[config.mk]
export PLATFORM = sky130hd
export DESIGN_NAME = mem_arbiter
export DESIGN_NICKNAME = d
export VERILOG_FILES = /design/src/rtl/mem_arbiter_pkg.sv /design/src/rtl/mem_lane_latch.sv /design/src/rtl/mem_arbiter.sv
export SDC_FILE = /design/constraint.sdc
export NUM_CORES = 1
export LEC_CHECK = 0
export BUFFER_PORTS_ARGS = -buffer_cell sky130_fd_sc_hd__buf_2
export CAP_MARGIN = 20
export CORE_ASPECT_RATIO = 1.5
export CORE_MARGIN = 8
export CORE_UTILIZATION = 45
export DETAILED_ROUTE_END_ITERATION = 8
export GPL_ROUTABILITY_DRIVEN = 0
export HOLD_SLACK_MARGIN = 0.1
export PLACE_DENSITY_LB_ADDON = 0.1
export SKIP_CTS_REPAIR_TIMING = 1
export SLEW_MARGIN = 0
export SYNTH_ARGS = -nofsm -noshare
export SYNTH_HDL_FRONTEND = slang
export SYNTH_SLANG_ARGS = --single-unit
[constraint.sdc]
create_clock -name clk -period 2.7 [get_ports clk]
set_input_delay 0.135 -clock clk [delete_from_list [all_inputs] [get_ports clk]]
set_output_delay 0.135 -clock clk [all_outputs]
set_load 0.05 [all_outputs]
[src/rtl/mem_arbiter_pkg.sv]
// Shared opcode constants, FSM state type and request helper
// for the two-lane data-memory arbiter.
package mem_arbiter_pkg;

    localparam logic [6:0] LOAD   = 7'b0000011;
    localparam logic [6:0] S_TYPE = 7'b0100011;
    localparam logic [6:0] R_TYPE = 7'b0110011;

    typedef enum logic [1:0] {
        IDLE    = 2'd0,
        SERVE_A = 2'd1,
        SERVE_B = 2'd2,
        DONE    = 2'd3
    } arb_state_t;

    function automatic logic is_mem_op(input logic [6:0] op);
        return (op == LOAD) || (op == S_TYPE);
    endfunction

endpackage

[src/rtl/mem_lane_latch.sv]
// Captures one lane's memory request fields while a bundle is served.
// Ports: clk, rst_n, load/clear strobes, lane inputs in, latched fields out.
module mem_lane_latch
    import mem_arbiter_pkg::*;
#(
    parameter int XLEN = 32
) (
    input  logic            clk,
    input  logic            rst_n,
    input  logic            load,
    input  logic            clear,
    input  logic            req_in,
    input  logic [6:0]      op_in,
    input  logic [2:0]      funct3_in,
    input  logic [XLEN-1:0] addr_in,
    input  logic [XLEN-1:0] wdata_in,
    output logic            req_q,
    output logic [6:0]      op_q,
    output logic [2:0]      funct3_q,
    output logic [XLEN-1:0] addr_q,
    output logic [XLEN-1:0] wdata_q
);

    logic            req_d;
    logic [6:0]      op_d;
    logic [2:0]      funct3_d;
    logic [XLEN-1:0] addr_d;
    logic [XLEN-1:0] wdata_d;

    always_comb begin
        req_d    = req_q;
        op_d     = op_q;
        funct3_d = funct3_q;
        addr_d   = addr_q;
        wdata_d  = wdata_q;
        if (clear) begin
            req_d    = 1'b0;
            op_d     = '0;
            funct3_d = '0;
            addr_d   = '0;
            wdata_d  = '0;
        end else if (load) begin
            req_d    = req_in;
            op_d     = op_in;
            funct3_d = funct3_in;
            addr_d   = addr_in;
            wdata_d  = wdata_in;
        end
    end

    always_ff @(posedge clk or negedge rst_n) begin
        if (!rst_n) begin
            req_q    <= 1'b0;
            op_q     <= '0;
            funct3_q <= '0;
            addr_q   <= '0;
            wdata_q  <= '0;
        end else begin
            req_q    <= req_d;
            op_q     <= op_d;
            funct3_q <= funct3_d;
            addr_q   <= addr_d;
            wdata_q  <= wdata_d;
        end
    end

endmodule

[src/rtl/mem_arbiter.sv]
// Serialises a dual-issue bundle's loads/stores onto one data-memory
// port, lane A first, freezing the pipeline with hold while it works.
// Ports: lane A/B bundle in, flush, memory req/ack bus, per-lane load
// results, hold, done pulse and a saturating stall counter.
module mem_arbiter
    import mem_arbiter_pkg::*;
#(
    parameter int XLEN  = 32,
    parameter int CNT_W = 16
) (
    input  logic             clk,
    input  logic             rst_n,
    input  logic             a_valid,
    input  logic [6:0]       a_op,
    input  logic [2:0]       a_funct3,
    input  logic [XLEN-1:0]  a_addr,
    input  logic [XLEN-1:0]  a_wdata,
    input  logic             b_valid,
    input  logic [6:0]       b_op,
    input  logic [2:0]       b_funct3,
    input  logic [XLEN-1:0]  b_addr,
    input  logic [XLEN-1:0]  b_wdata,
    input  logic             flush,
    output logic             mem_req,
    output logic             mem_we,
    output logic [XLEN-1:0]  mem_addr,
    output logic [XLEN-1:0]  mem_wdata,
    output logic [2:0]       mem_funct3,
    input  logic             mem_ack,
    input  logic [XLEN-1:0]  mem_rdata,
    output logic [XLEN-1:0]  a_rdata,
    output logic [XLEN-1:0]  b_rdata,
    output logic             hold,
    output logic             done,
    output logic [CNT_W-1:0] stall_cnt
);

    arb_state_t state_q, state_d;

    logic             flush_pend_q, flush_pend_d;
    logic [XLEN-1:0]  a_rdata_q, a_rdata_d;
    logic [XLEN-1:0]  b_rdata_q, b_rdata_d;
    logic [CNT_W-1:0] stall_cnt_q, stall_cnt_d;

    logic a_req, b_req, any_req;
    logic lat_load, lat_clear;
    logic sel_b, abort;

    logic            la_req, lb_req;
    logic [6:0]      la_op, lb_op;
    logic [2:0]      la_funct3, lb_funct3;
    logic [XLEN-1:0] la_addr, lb_addr;
    logic [XLEN-1:0] la_wdata, lb_wdata;

    assign a_req   = a_valid && is_mem_op(a_op);
    assign b_req   = b_valid && is_mem_op(b_op);
    assign any_req = a_req || b_req;

    assign lat_load  = (state_q == IDLE) && any_req;
    assign lat_clear = (state_q != IDLE) && (state_d == IDLE);

    mem_lane_latch #(.XLEN(XLEN)) u_lane_a (
        .clk       (clk),
        .rst_n     (rst_n),
        .load      (lat_load),
        .clear     (lat_clear),
        .req_in    (a_req),
        .op_in     (a_op),
        .funct3_in (a_funct3),
        .addr_in   (a_addr),
        .wdata_in  (a_wdata),
        .req_q     (la_req),
        .op_q      (la_op),
        .funct3_q  (la_funct3),
        .addr_q    (la_addr),
        .wdata_q   (la_wdata)
    );

    mem_lane_latch #(.XLEN(XLEN)) u_lane_b (
        .clk       (clk),
        .rst_n     (rst_n),
        .load      (lat_load),
        .clear     (lat_clear),
        .req_in    (b_req),
        .op_in     (b_op),
        .funct3_in (b_funct3),
        .addr_in   (b_addr),
        .wdata_in  (b_wdata),
        .req_q     (lb_req),
        .op_q      (lb_op),
        .funct3_q  (lb_funct3),
        .addr_q    (lb_addr),
        .wdata_q   (lb_wdata)
    );

    // A flush seen at any point of the wait aborts the bundle on the ack,
    // even if flush has dropped by then.
    assign abort = flush || flush_pend_q;

    always_comb begin
        state_d      = state_q;
        flush_pend_d = flush_pend_q;
        a_rdata_d    = a_rdata_q;
        b_rdata_d    = b_rdata_q;
        hold         = 1'b0;
        done         = 1'b0;
        mem_req      = 1'b0;
        sel_b        = 1'b0;
        unique case (state_q)
            IDLE: begin
                if (any_req) begin
                    hold    = 1'b1;
                    state_d = a_req ? SERVE_A : SERVE_B;
                end
            end
            SERVE_A: begin
                hold    = 1'b1;
                mem_req = la_req;
                if (mem_ack && mem_req) begin
                    if (la_op != S_TYPE) begin
                        a_rdata_d = mem_rdata;
                    end
                    if (abort) begin
                        state_d = IDLE;
                    end else if (lb_req) begin
                        state_d = SERVE_B;
                    end else begin
                        state_d = DONE;
                    end
                end
            end
            SERVE_B: begin
                hold    = 1'b1;
                sel_b   = 1'b1;
                mem_req = lb_req;
                if (mem_ack && mem_req) begin
                    if (lb_op != S_TYPE) begin
                        b_rdata_d = mem_rdata;
                    end
                    state_d = abort ? IDLE : DONE;
                end
            end
            DONE: begin
                done    = 1'b1;
                state_d = IDLE;
            end
            default: begin
                state_d = IDLE;
            end
        endcase

        if (mem_req && mem_ack) begin
            flush_pend_d = 1'b0;
        end else if (mem_req && flush) begin
            flush_pend_d = 1'b1;
        end
    end

    // Bus fields are forced to zero whenever no access is in flight.
    always_comb begin
        mem_we     = 1'b0;
        mem_addr   = '0;
        mem_wdata  = '0;
        mem_funct3 = '0;
        if (mem_req) begin
            if (sel_b) begin
                mem_we     = (lb_op == S_TYPE);
                mem_addr   = lb_addr;
                mem_wdata  = lb_wdata;
                mem_funct3 = lb_funct3;
            end else begin
                mem_we     = (la_op == S_TYPE);
                mem_addr   = la_addr;
                mem_wdata  = la_wdata;
                mem_funct3 = la_funct3;
            end
        end
    end

    always_comb begin
        stall_cnt_d = stall_cnt_q;
        if (hold && (stall_cnt_q != {CNT_W{1'b1}})) begin
            stall_cnt_d = stall_cnt_q + CNT_W'(1);
        end
    end

    always_ff @(posedge clk or negedge rst_n) begin
        if (!rst_n) begin
            state_q      <= IDLE;
            flush_pend_q <= 1'b0;
            a_rdata_q    <= '0;
            b_rdata_q    <= '0;
            stall_cnt_q  <= '0;
        end else begin
            state_q      <= state_d;
            flush_pend_q <= flush_pend_d;
            a_rdata_q    <= a_rdata_d;
            b_rdata_q    <= b_rdata_d;
            stall_cnt_q  <= stall_cnt_d;
        end
    end

    assign a_rdata   = a_rdata_q;
    assign b_rdata   = b_rdata_q;
    assign stall_cnt = stall_cnt_q;

endmodule

==> results of run 1 <==
## layout by cell type (no fill, tap or decap), types with 2 or more instances in the layout
cell type,n
bufinv_16,2
clkbuf_8,5
mux2i_1,67
nor3_1,3
nand4_1,6
inv_1,6
ha_1,4
o21ai_0,3
clkbuf_4,3
buf_12,10
buf_6,2
xnor2_1,15
dfrtp_1,233
nor2b_1,2
mux2_1,2
diode_2,4
nand2_1,304
mux2_2,65
a21oi_1,151
a31oi_1,2
buf_4,13
buf_2,331
dlygate4sd3_1,183
clkbuf_1,7
and3_1,6
nor2_2,10
clkinv_2,2
nor4b_1,3
o211ai_1,2
and4_1,3
nand3_1,11
clkbuf_16,25
nor2_1,65
## report_power, final
| part | switching [W] | leakage, nW | total (W) | internal (W) |
|---|---|---|---|---|
| Sequential | 0.000326 | 3.22 | 0.00435 | 0.00402 |
| Clock | 0.00130 | 0.394 | 0.00332 | 0.00202 |
| Combinational | 0.00307 | 3.67 | 0.00457 | 0.00150 |
| Total | 0.00469 | 7.29 | 0.0122 | 0.00755 |
## state kept, by name, indices dropped and copies added, names as in the netlist
register and count:
a_rdata 32, b_rdata 32, u_lane_a.addr_q 32, u_lane_a.wdata_q 32, u_lane_b.addr_q 32, u_lane_b.wdata_q 32
stall_cnt 16, u_lane_a.op_q 7, u_lane_b.op_q 7, u_lane_a.funct3_q 3, u_lane_b.funct3_q 3, state_q 2
flush_pend_q 1, u_lane_a.req_q 1, u_lane_b.req_q 1
## worst max-delay path: cells and delay by family
kind	cells	cell delay (ps)
AND/OR/NAND/NOR	2	1100
AO/OA/AOI/OAI	1	280
buffers and inverters	3	930
## layout make-up
cell class                 instances  area, um2  share of cell area
timing repair buffer             543       3850               0.254
sequential                       233       5830               0.384
clock buffer                      37        721              0.0475
tap                              280        350              0.0231
antenna                            4       10.0            0.000660
multi-input combinational        745       4300               0.284
inverter                           6       22.5             0.00149
clock inverter                     5       81.3             0.00536
## metal layers
| layer | vias to the layer above | wire length [um] |
|---|---|---|
| li1 | 4502 | - |
| met1 | 4488 | 12700 |
| met2 | 339 | 16000 |
| met3 | 88 | 2210 |
| met4 | 0 | 1320 |
| met5 | - | 0 |
## cells by family (layout without fill, tap and decap cells)
group | after synthesis | count (layout) | share of synthesized area
buffers and inverters | 79 | 591 | 0.0358
flip-flops | 233 | 233 | 0.559
AO/OA/AOI/OAI | 168 | 168 | 0.0852
other | 0 | 4 | 0
adder cells (fa/ha/maj) | 5 | 5 | 0.00600
AND/OR/NAND/NOR | 423 | 423 | 0.164
multiplexers | 134 | 134 | 0.137
XOR/XNOR | 15 | 15 | 0.0126
## per-stage QoR
stage,power [W],cell area (um2),hold slack [ps],util,std cells
2_1_floorplan,0.00742,10500,-161,-,1057
3_3_place_gp,0.00861,12500,200,0.545,1619
3_5_place_dp,0.00864,12500,206,0.545,1619
4_1_cts,0.0120,13300,-342,0.580,1661
5_1_grt,0.0129,15200,186,0.663,1853
6_report,0.0122,15200,136,0.663,1853
## worst max-delay path by stage
| stage | from | depth (start not counted) | endpoint | slack, ps |
|---|---|---|---|---|
| floorplan | state_q[0]$_DFF_PN0_ | 7 | mem_we | 160 |
| global placement | b_op[3] | 6 | stall_cnt[1]$_DFFE_PN0P_ | 440 |
| detailed placement | state_q[0]$_DFF_PN0_ | 7 | stall_cnt[1]$_DFFE_PN0P_ | 400 |
| CTS | state_q[0]$_DFF_PN0_ | 6 | hold | -120 |
| global route | a_op[4] | 6 | hold | 3 |
| finish | b_op[3] | 6 | hold | 120 |
==> run summary, run 1 <==
Routing usage on met3 -> 0.0517
CTS H-tree depth -> 1
CTS clk-pin slew, worst paths -> 60 ps
CTS tree -> built
RSZ-0062 raised after global routing -> false
Syn avg cell area -> 9.86 um2
Clock sink count -> 233
Max IR drop VDD -> 0.000618 V
Gr usage total -> 0.204
Worst slack, placed -> 404 ps
Core area -> 22,900 um2
DRC violations left -> 0
Skew final -> 8.10 ps
Via density -> 5.08
Register area share after synthesis -> 0.559
Max transition margin -> 0.526
Total Die Area -> 28,400 um2
Path depth of the worst reg2reg path -> 8
Overflow after GRT -> 0
Post-synth top flop -> dfrtp_1
Synth Warn # -> 0
RR Startpoint -> state_q[0]$_DFF_PN0_
Post-synthesis async set-or-reset flop share -> 1.00
Row cnt -> 68
R2R setup slack -> 420 ps
Share of cells above drive strength 1 -> 0.307
Crit path launch type -> input port
Slowest-stage cell, CP -> or4b_4
Synth area leaders -> dfrtp_1 56%, nand2_1 11%, a21oi_1 7.3%, mux2_2 7.0%, mux2i_1 6.4%
Status -> finished, final reports clean
Vias post-DR -> 9,417
F_max -> 0.388 GHz
Setup TNS -> 0 ps
Hold WC Path Type -> in2reg
Routed WL -> 32.2 mm
WP data arrival -> 2440 ps
CP Cell Sequence -> dlygate4sd3_1 > buf_2 > or4b_4 > or4_4 > a31oi_4 > buf_4
Post-route antenna net violation count -> 0
Pins Over Slew Limit -> 0
Number of enable flip-flop cells after synthesis -> 0
Die width -> 140 um
Worst-path fanout max -> 8
Crit. End Element -> primary output
Routed wire per std cell -> 17.4 um
Hold EP -> u_lane_a.req_q$_DFFE_PN0P_
Top post-synthesis cells by count -> 305 x nand2_1, 233 x dfrtp_1, 152 x a21oi_1
Hold path startpoint -> a_op[3]
Final min period -> 2580 ps
CTS Buf Count -> 24
Met2 Usage GRT -> 0.345
Layout overhead on the synthesized area -> 45.5%
Top-area cell type share of the netlist area -> 0.559
Flops & latches, synth -> 233
Setup CP Type -> in2out
PD cells -> 807 nW/um2
Critical Path RT -> 2570 ps
GRT busiest layer -> met2
Met1 Use GR -> 0.242
Final Hold Fails -> 0
Port buffer count -> 336
First-pass GRT wire length -> 47.3 mm
Worst slew pin tran -> 710 ps
DP HPWL -> 20.8 mm
Pin count of the biggest net entering global routing -> 106
Netlist cell types -> 42
Post-Syn Nets -> 1,248
RR Endpoint -> stall_cnt[1]$_DFFE_PN0P_
Hold path depth -> 4
Mapped cell area -> 10,400 um2
Clk Latency, worst-skew pair -> 500 ps
Post-route setup slack -> 120 ps
Synthesized instance count -> 1,057
1st-iter DRT viols -> 429
Yosys top cell by area -> dfrtp_1
Final #Nets -> 1,744
Vias in the first global route -> 9,082
Most frequent cell after synthesis -> nand2_1
Filler cells -> 1,821
DR pass1 iterations -> 6
Max Cap Viol -> 0
Final Cycle Share -> 0.956
# IOs -> 337
Die Y-Extent -> 202 um
Max clock buf depth -> 3
Static Leak -> 7.29 nW
CTS root buf -> clkbuf_16
Starting Density -> 0.455
# setup viols final -> 0
Worst path max stage delay -> 570 ps
Initial antenna violation count -> 4
No activity file was read; power rests on OpenSTA's default activity.
==> run 2: changes to the inputs <==
ABC_AREA = 1   (was not set)
==> run 2 against run 1 <==
Effect of this change:
- sequential power decreased by 4%
- sequential share of layout area fell by 3.1 points
- clock power up 4%
- critical endpoint is now mem_wdata[9]
- highest routed layer is now met5
==> run summary, run 2 <==
Starting Density -> 0.456 (about the same)
DRC violations left -> 0 (unchanged)
CTS H-tree depth -> 1 (unchanged)
Area share of and/or/nand/nor cells after synthesis -> 0.265 (+0.101)
Worst path max stage delay -> 420 ps (-150 ps)
Adder-cell area share of the yosys netlist -> 0.00533 (-0.000671)
Slowest-stage cell, CP -> dfrtp_1
Routed WL -> 37.9 mm (+17%)
Crit. End Element -> primary output
Buf/Inv on CP -> 4 (+1)
CP Cell Sequence -> inv_2 > ha_4 > inv_1 > o22ai_2 > nand2_4 > buf_12 > nor2_1 > buf_2
First-pass GRT wire length -> 55.5 mm (+17%)
Status -> finished, final reports clean
Most frequent cell after synthesis -> nand2_1
DR pass1 iterations -> 7 (+1)
Routed wire per std cell -> 15.3 um (-12%)
Placed cells -> 2,240 (+38%)
Via density -> 4.77 (-6.1%)
Commonest non-fill, non-tap cell in the layout -> nand2_1
Die Y-Extent -> 214 um (+5.6%)
Final min period -> 2630 ps (+54.2 ps)
Register area share after synthesis -> 0.497 (-0.0625)
Synth area leaders -> dfrtp_1 50%, nand2_1 17%, inv_1 9.2%, o21ai_0 5.6%, nor2_1 5.3%
XOR/XNOR share of the synthesized area -> 0.00597 (-0.00663)
Vias post-DR -> 11,800 (+25%)
Post-Syn Nets -> 1,833 (+47%)
# IOs -> 337 (unchanged)
Vias in the first global route -> 11,100 (+22%)
Largest family of logic cells by synthesized area -> simple AND/OR/NAND/NOR gates
Commonest non-fill, non-tap cells in the layout -> 513 x nand2_1, 311 x buf_2, 286 x inv_1
Placed Area -> 13,700 um2 (+10%)
Max clock buf depth -> 3 (unchanged)
Worst-path fanout max -> 53 (+45)
Family with the most delay on the worst path -> buffers and inverters
Clock sink count -> 233 (unchanged)
Critical Path RT -> 2570 ps (about the same)
Initial antenna violation count -> 3 (-1)
Mux contribution to synthesized area -> 0 (-0.137)
CTS tree -> built
Pin count of the biggest net entering global routing -> 78 (-26%)
Worst slew pin tran -> 668 ps (-42.6 ps)
Max IR drop VDD -> 0.000695 V (+12%)
Gr usage total -> 0.215 (+0.0115)
WP data arrival -> 2500 ps (+60 ps)
Fin util -> 0.640 (-0.0222)
Skew final -> 15.4 ps (+7.33 ps)
PD cells -> 710 nW/um2 (-12%)
F_max -> 0.380 GHz (-2.1%)
Top post-synthesis cells by count -> 516 x nand2_1, 288 x inv_1, 233 x dfrtp_1
Core area -> 25,800 um2 (+13%)
Synth Warn # -> 0 (unchanged)
Post-synth top flop -> dfrtp_1
Pins Over Slew Limit -> 0 (unchanged)
Clk Latency, worst-skew pair -> 530 ps (+30 ps)
DP HPWL -> 24.3 mm (+17%)
Crit path launch type -> flip-flop
1st-iter DRT viols -> 694 (+62%)
CTS clk-pin slew, worst paths -> 60 ps (about the same)
Final Cycle Share -> 0.976 (+0.0201)
Syn avg cell area -> 7.15 um2 (-28%)
Yosys top cell by area -> dfrtp_1
Max Cap Viol -> 0 (unchanged)
R2R setup slack -> 450 ps (+30 ps)
Final Non-Filler Cells -> 2,472 (+33%)
Overflow after GRT -> 0 (unchanged)
Total Die Area -> 31,600 um2 (+11%)
Synthesized instance count -> 1,642 (+55%)
Mapped cell area -> 11,700 um2 (+13%)
Setup CP Type -> reg2out
Die width -> 148 um (+5.4%)
CTS Buf Count -> 25 (+4.2%)
Number of enable flip-flop cells after synthesis -> 0 (unchanged)
Hold WC Path Type -> in2async
Final Hold Fails -> 0 (unchanged)
CP Depth -> 8 (+2)
Row cnt -> 72 (+5.9%)
Final Cell Area -> 16,500 um2 (+8.8%)
CTS root buf -> clkbuf_16
Post-route antenna net violation count -> 0 (unchanged)
Max transition margin -> 0.555 (+0.0284)
Port buffer count -> 336 (unchanged)
Flops & latches, synth -> 233 (unchanged)
Post-synthesis async set-or-reset flop share -> 1.00 (unchanged)
Synth Area in Compound Gates -> 0.0950 (+0.00977)
Static Leak -> 9.57 nW (+31%)
Layout overhead on the synthesized area -> 40.6%
# setup viols final -> 0 (unchanged)
Path depth of the worst reg2reg path -> 11 (+3)
Share of cells above drive strength 1 -> 0.194 (-0.114)
Netlist cell types -> 22 (-48%)
Final #Nets -> 2,308 (+32%)
Top-area cell type share of the netlist area -> 0.497 (-0.0625)
run 2: power by group:
part | leakage (nW) | switching (W) | internal (W) | total, W
combinational | 5.96 | 0.00296 | 0.00116 | 0.00412
clock | 0.409 | 0.00141 | 0.00202 | 0.00344
sequential | 3.20 | 0.000255 | 0.00390 | 0.00416
run 2: path summary, 6_finish.rpt:
| path | startpoint | end |
|---|---|---|
| worst max-delay path | state_q[0]$_DFF_PN0_ | mem_wdata[9] |
| worst min-delay path | rst_n | stall_cnt[7]$_DFFE_PN0P_ |
| worst max register to register | state_q[0]$_DFF_PN0_ | u_lane_a.addr_q[24]$_DFFE_PN0P_ |
| worst min register to register | a_rdata[14]$_DFFE_PN0P_ | a_rdata[14]$_DFFE_PN0P_ |
| max in group asynchronous | rst_n | a_rdata[13]$_DFFE_PN0P_ |
| min in group clk | a_valid | state_q[0]$_DFF_PN0_ |
run 2: layout make-up:
cell class	count	area [um2]
Fill cell	2312	9270
Sequential cell	233	5830
Multi-Input combinational cell	1025	4450
Timing Repair Buffer	542	3890
Inverter	290	1090
Clock buffer	34	709
Tap cell	333	417
Clock inverter	10	104
Antenna cell	5	12.5
run 2: worst reg2reg max path, stage by stage (launching register included):
cell and delay, ps:
dfrtp_1 420, inv_2 160, ha_4 200, nand2_1 60, nor2b_1 200, nand2_4 100
nand2_4 380, buf_4 370, nand2_1 80, o21ai_1 80, nand2_1 70, inv_1 70
run 2: cell families (layout without fill, tap and decap cells):
kind of cell | Yosys count | after routing
AO/OA/AOI/OAI | 222 | 222
XOR/XNOR | 8 | 8
adder cells (fa/ha/maj) | 5 | 5
buffers and inverters | 384 | 876
flip-flops | 233 | 233
other | 0 | 5
AND/OR/NAND/NOR | 790 | 790
run 2: stage by stage:
step / hold WS [ps] / power (W) / setup WS, ps / TNS [ps]
2_1_floorplan: -161 / 0.00680 / 287 / 0
3_3_place_gp: 86.9 / 0.00805 / 387 / 0
3_5_place_dp: 90.7 / 0.00807 / 241 / 0
4_1_cts: -481 / 0.0116 / -214 / -4250
5_1_grt: 154 / 0.0123 / -16.9 / -32.3
6_report: 113 / 0.0117 / 65.9 / 0
run 2: layer usage:
metal	GRT usage	vias up	wire length, um
met4	0.0755	2	1020
met1	0.242	5438	14700
met3	0.0653	74	2840
met5	0	-	13
li1	-	5888	-
met2	0.381	399	19300
==> run 3: changes to the inputs <==
--- a/config.mk
+++ b/config.mk
@@ -15,6 +15,5 @@
 export GPL_ROUTABILITY_DRIVEN = 0
 export HOLD_SLACK_MARGIN = 0.1
-export PLACE_DENSITY_LB_ADDON = 0.1
-export SKIP_CTS_REPAIR_TIMING = 1
+export PLACE_DENSITY = 0.76
 export SLEW_MARGIN = 0
 export SYNTH_ARGS = -nofsm -noshare
==> constraint.sdc (replaced) <==
create_clock -name clk -period 2.7 [get_ports clk]
set_input_delay 0.27 -clock clk [delete_from_list [all_inputs] [get_ports clk]]
set_output_delay 0.27 -clock clk [all_outputs]
set_load 0.05 [all_outputs]
==> run 3 against run 2 <==
Effect of this change:
- via count grew 5.6%
- non-clock buffer count is the same
- clock power grew 3%
- clock skew grew 14 ps
- final cell count is essentially flat
- core utilization is essentially flat
- fmax shrank 0.71%
- cell area is essentially flat
- global-route usage grew 3.7 points
- critical path depth is the same
- critical path type unchanged
- critical endpoint is now mem_addr[10]
==> run summary, run 3 (synthesis gave the netlist of run 2 again) <==
Status -> finished, final reports clean
Port buffer count -> 336 (unchanged)
Post-route antenna net violation count -> 0 (unchanged)
Crit path launch type -> flip-flop
Die width -> 148 um (unchanged)
CTS H-tree depth -> 1 (unchanged)
Critical Path RT -> 2430 ps (-140 ps)
1st-iter DRT viols -> 868 (+25%)
Sequential cell area -> 5830 um2 (unchanged)
Final Hold Fails -> 0 (unchanged)
DR pass1 iterations -> 8 (+1)
Hold WC Path Type -> in2reg
Routed wire per std cell -> 16.6 um (+8.6%)
DRC violations left -> 0 (unchanged)
Final Non-Filler Cells -> 2,471 (-0.040%)
Overflow after GRT -> 0 (unchanged)
Commonest non-fill, non-tap cells in the layout -> 513 x nand2_1, 315 x buf_2, 285 x inv_1
Vias in the first global route -> 13,100 (+18%)
Max Cap Viol -> 0 (unchanged)
Setup TNS -> 0 ps (unchanged)
Via density -> 5.04 (+5.7%)
Pin count of the biggest net entering global routing -> 138 (+77%)
Row cnt -> 72 (unchanged)
Area taken by multi-input logic gates -> 4440 um2 (-0.22%)
Layout overhead on the synthesized area -> 40.6% (about the same)
# setup viols final -> 0 (unchanged)
Crit. End Element -> primary output
Final #Nets -> 2,306 (-0.087%)
Skew final -> 29.6 ps (+14.2 ps)
Worst slew pin tran -> 752 ps (+84.3 ps)
Total Die Area -> 31,600 um2 (unchanged)
Die Y-Extent -> 214 um (unchanged)
DP HPWL -> 24.0 mm (-1.4%)
Clock sink count -> 233 (unchanged)
CTS Buf Count -> 23 (-8.0%)
CTS tree -> built
Vias post-DR -> 12,500 (+5.6%)
First-pass GRT wire length -> 65.3 mm (+18%)
Static Leak -> 9.57 nW (about the same)
CTS root buf -> clkbuf_16
Final min period -> 2650 ps (+18.7 ps)
PD cells -> 720 nW/um2 (+1.4%)
Max clock buf depth -> 3 (unchanged)
Commonest non-fill, non-tap cell in the layout -> nand2_1
WP data arrival -> 2380 ps (-120 ps)
Fin util -> 0.641 (about the same)
Final Cycle Share -> 0.983 (+0.00694)
CTS clk-pin slew, worst paths -> 60 ps (about the same)
Max transition margin -> 0.499 (-0.0562)
Clk Latency, worst-skew pair -> 520 ps (about the same)
Placed cells -> 2,238 (-0.089%)
R2R setup slack -> 450 ps (about the same)
Initial antenna violation count -> 5 (+2)
# IOs -> 337 (unchanged)
F_max -> 0.377 GHz (-0.71%)
Post-route setup slack -> 47.2 ps (-18.7 ps)
Max IR drop VDD -> 0.000850 V (+22%)
Gr usage total -> 0.253 (+0.0373)
Total power -> 0.0119 W (+1.4%)
Starting Density -> 0.456 (unchanged)
Filler cells -> 2,041 (-12%)
Routed WL -> 41.1 mm (+8.6%)
Pins Over Slew Limit -> 0 (unchanged)
Setup CP Type -> reg2out
Core area -> 25,800 um2 (unchanged)
Worst-path fanout max -> 17 (-68%)
Share of cells above drive strength 1 -> 0.194 (+0.000651)
Worst slack, placed -> 341 ps (+100 ps)
==> run 3: path summary, 6_finish.rpt <==
kind                       cells past startpoint                         endpoint                   start
hold reg to reg                                2           a_rdata[9]$_DFFE_PN0P_  a_rdata[9]$_DFFE_PN0P_
max in group asynchronous                      3         stall_cnt[7]$_DFFE_PN0P_                   rst_n
setup reg to reg                              11  u_lane_a.addr_q[19]$_DFFE_PN0P_    state_q[0]$_DFF_PN0_
setup / recovery                               8                     mem_addr[10]    state_q[0]$_DFF_PN0_
min in group asynchronous                      2  u_lane_b.addr_q[19]$_DFFE_PN0P_                   rst_n
hold / removal                                 6       u_lane_b.req_q$_DFFE_PN0P_                 a_valid
==> run 3: through the flow <==
step | hold WS, ps | area, um2
after global placement | 350 | 13700
after global routing | 328 | 16500
final | 300 | 16500
after floorplan | -25.6 | 11700
after CTS | 272 | 16400
after detailed placement | 350 | 13700
==> run 3: critical path: stages (launching register included) <==
cell	delay, ps
dfrtp_1	420
inv_2	120
ha_4	200
inv_1	90
o22ai_2	230
nand2_4	130
buf_4	230
nor2_1	180
clkbuf_4	280
==> run 3: final cells by class <==
cell class,instances,area share
flip-flops and latches,233,0.353
multi-input cells,1025,0.269
repair buffers,542,0.236
inverters,290,0.0659
clock buffers,30,0.0395
well taps,333,0.0252
clock inverters,12,0.0107
diodes,6,0.000910
==> run 3: metal layers <==
layer  global-route usage  vias to the layer above  share of wire  wire length, um
li1                     -                     5876              -                -
met1                0.272                     5815           0.36            14800
met2                0.449                      592           0.51            20800
met3               0.0610                      180          0.078             3190
met4                0.142                        2          0.056             2320
met5                    0                        -        0.00024               10
==> run 3: what timing repair did <==
| action | CTS | global route |
|---|---|---|
| gates resized for setup | 14 | 16 |
| cloned | 0 | 1 |
| hold buffers | 183 | 0 |
| setup buffers | 1 | 0 |
| pin swaps | 1 | 0 |
| hold endpoints to repair | 302 | 0 |
| setup endpoints to repair | 55 | 67 |
==> run 3: report_power, final <==
group / total (W) / internal [W] / switching, W
sequential: 0.00418 / 0.00390 / 0.000274
combinational: 0.00417 / 0.00111 / 0.00306
clock: 0.00353 / 0.00210 / 0.00143
total: 0.0119 / 0.00711 / 0.00477
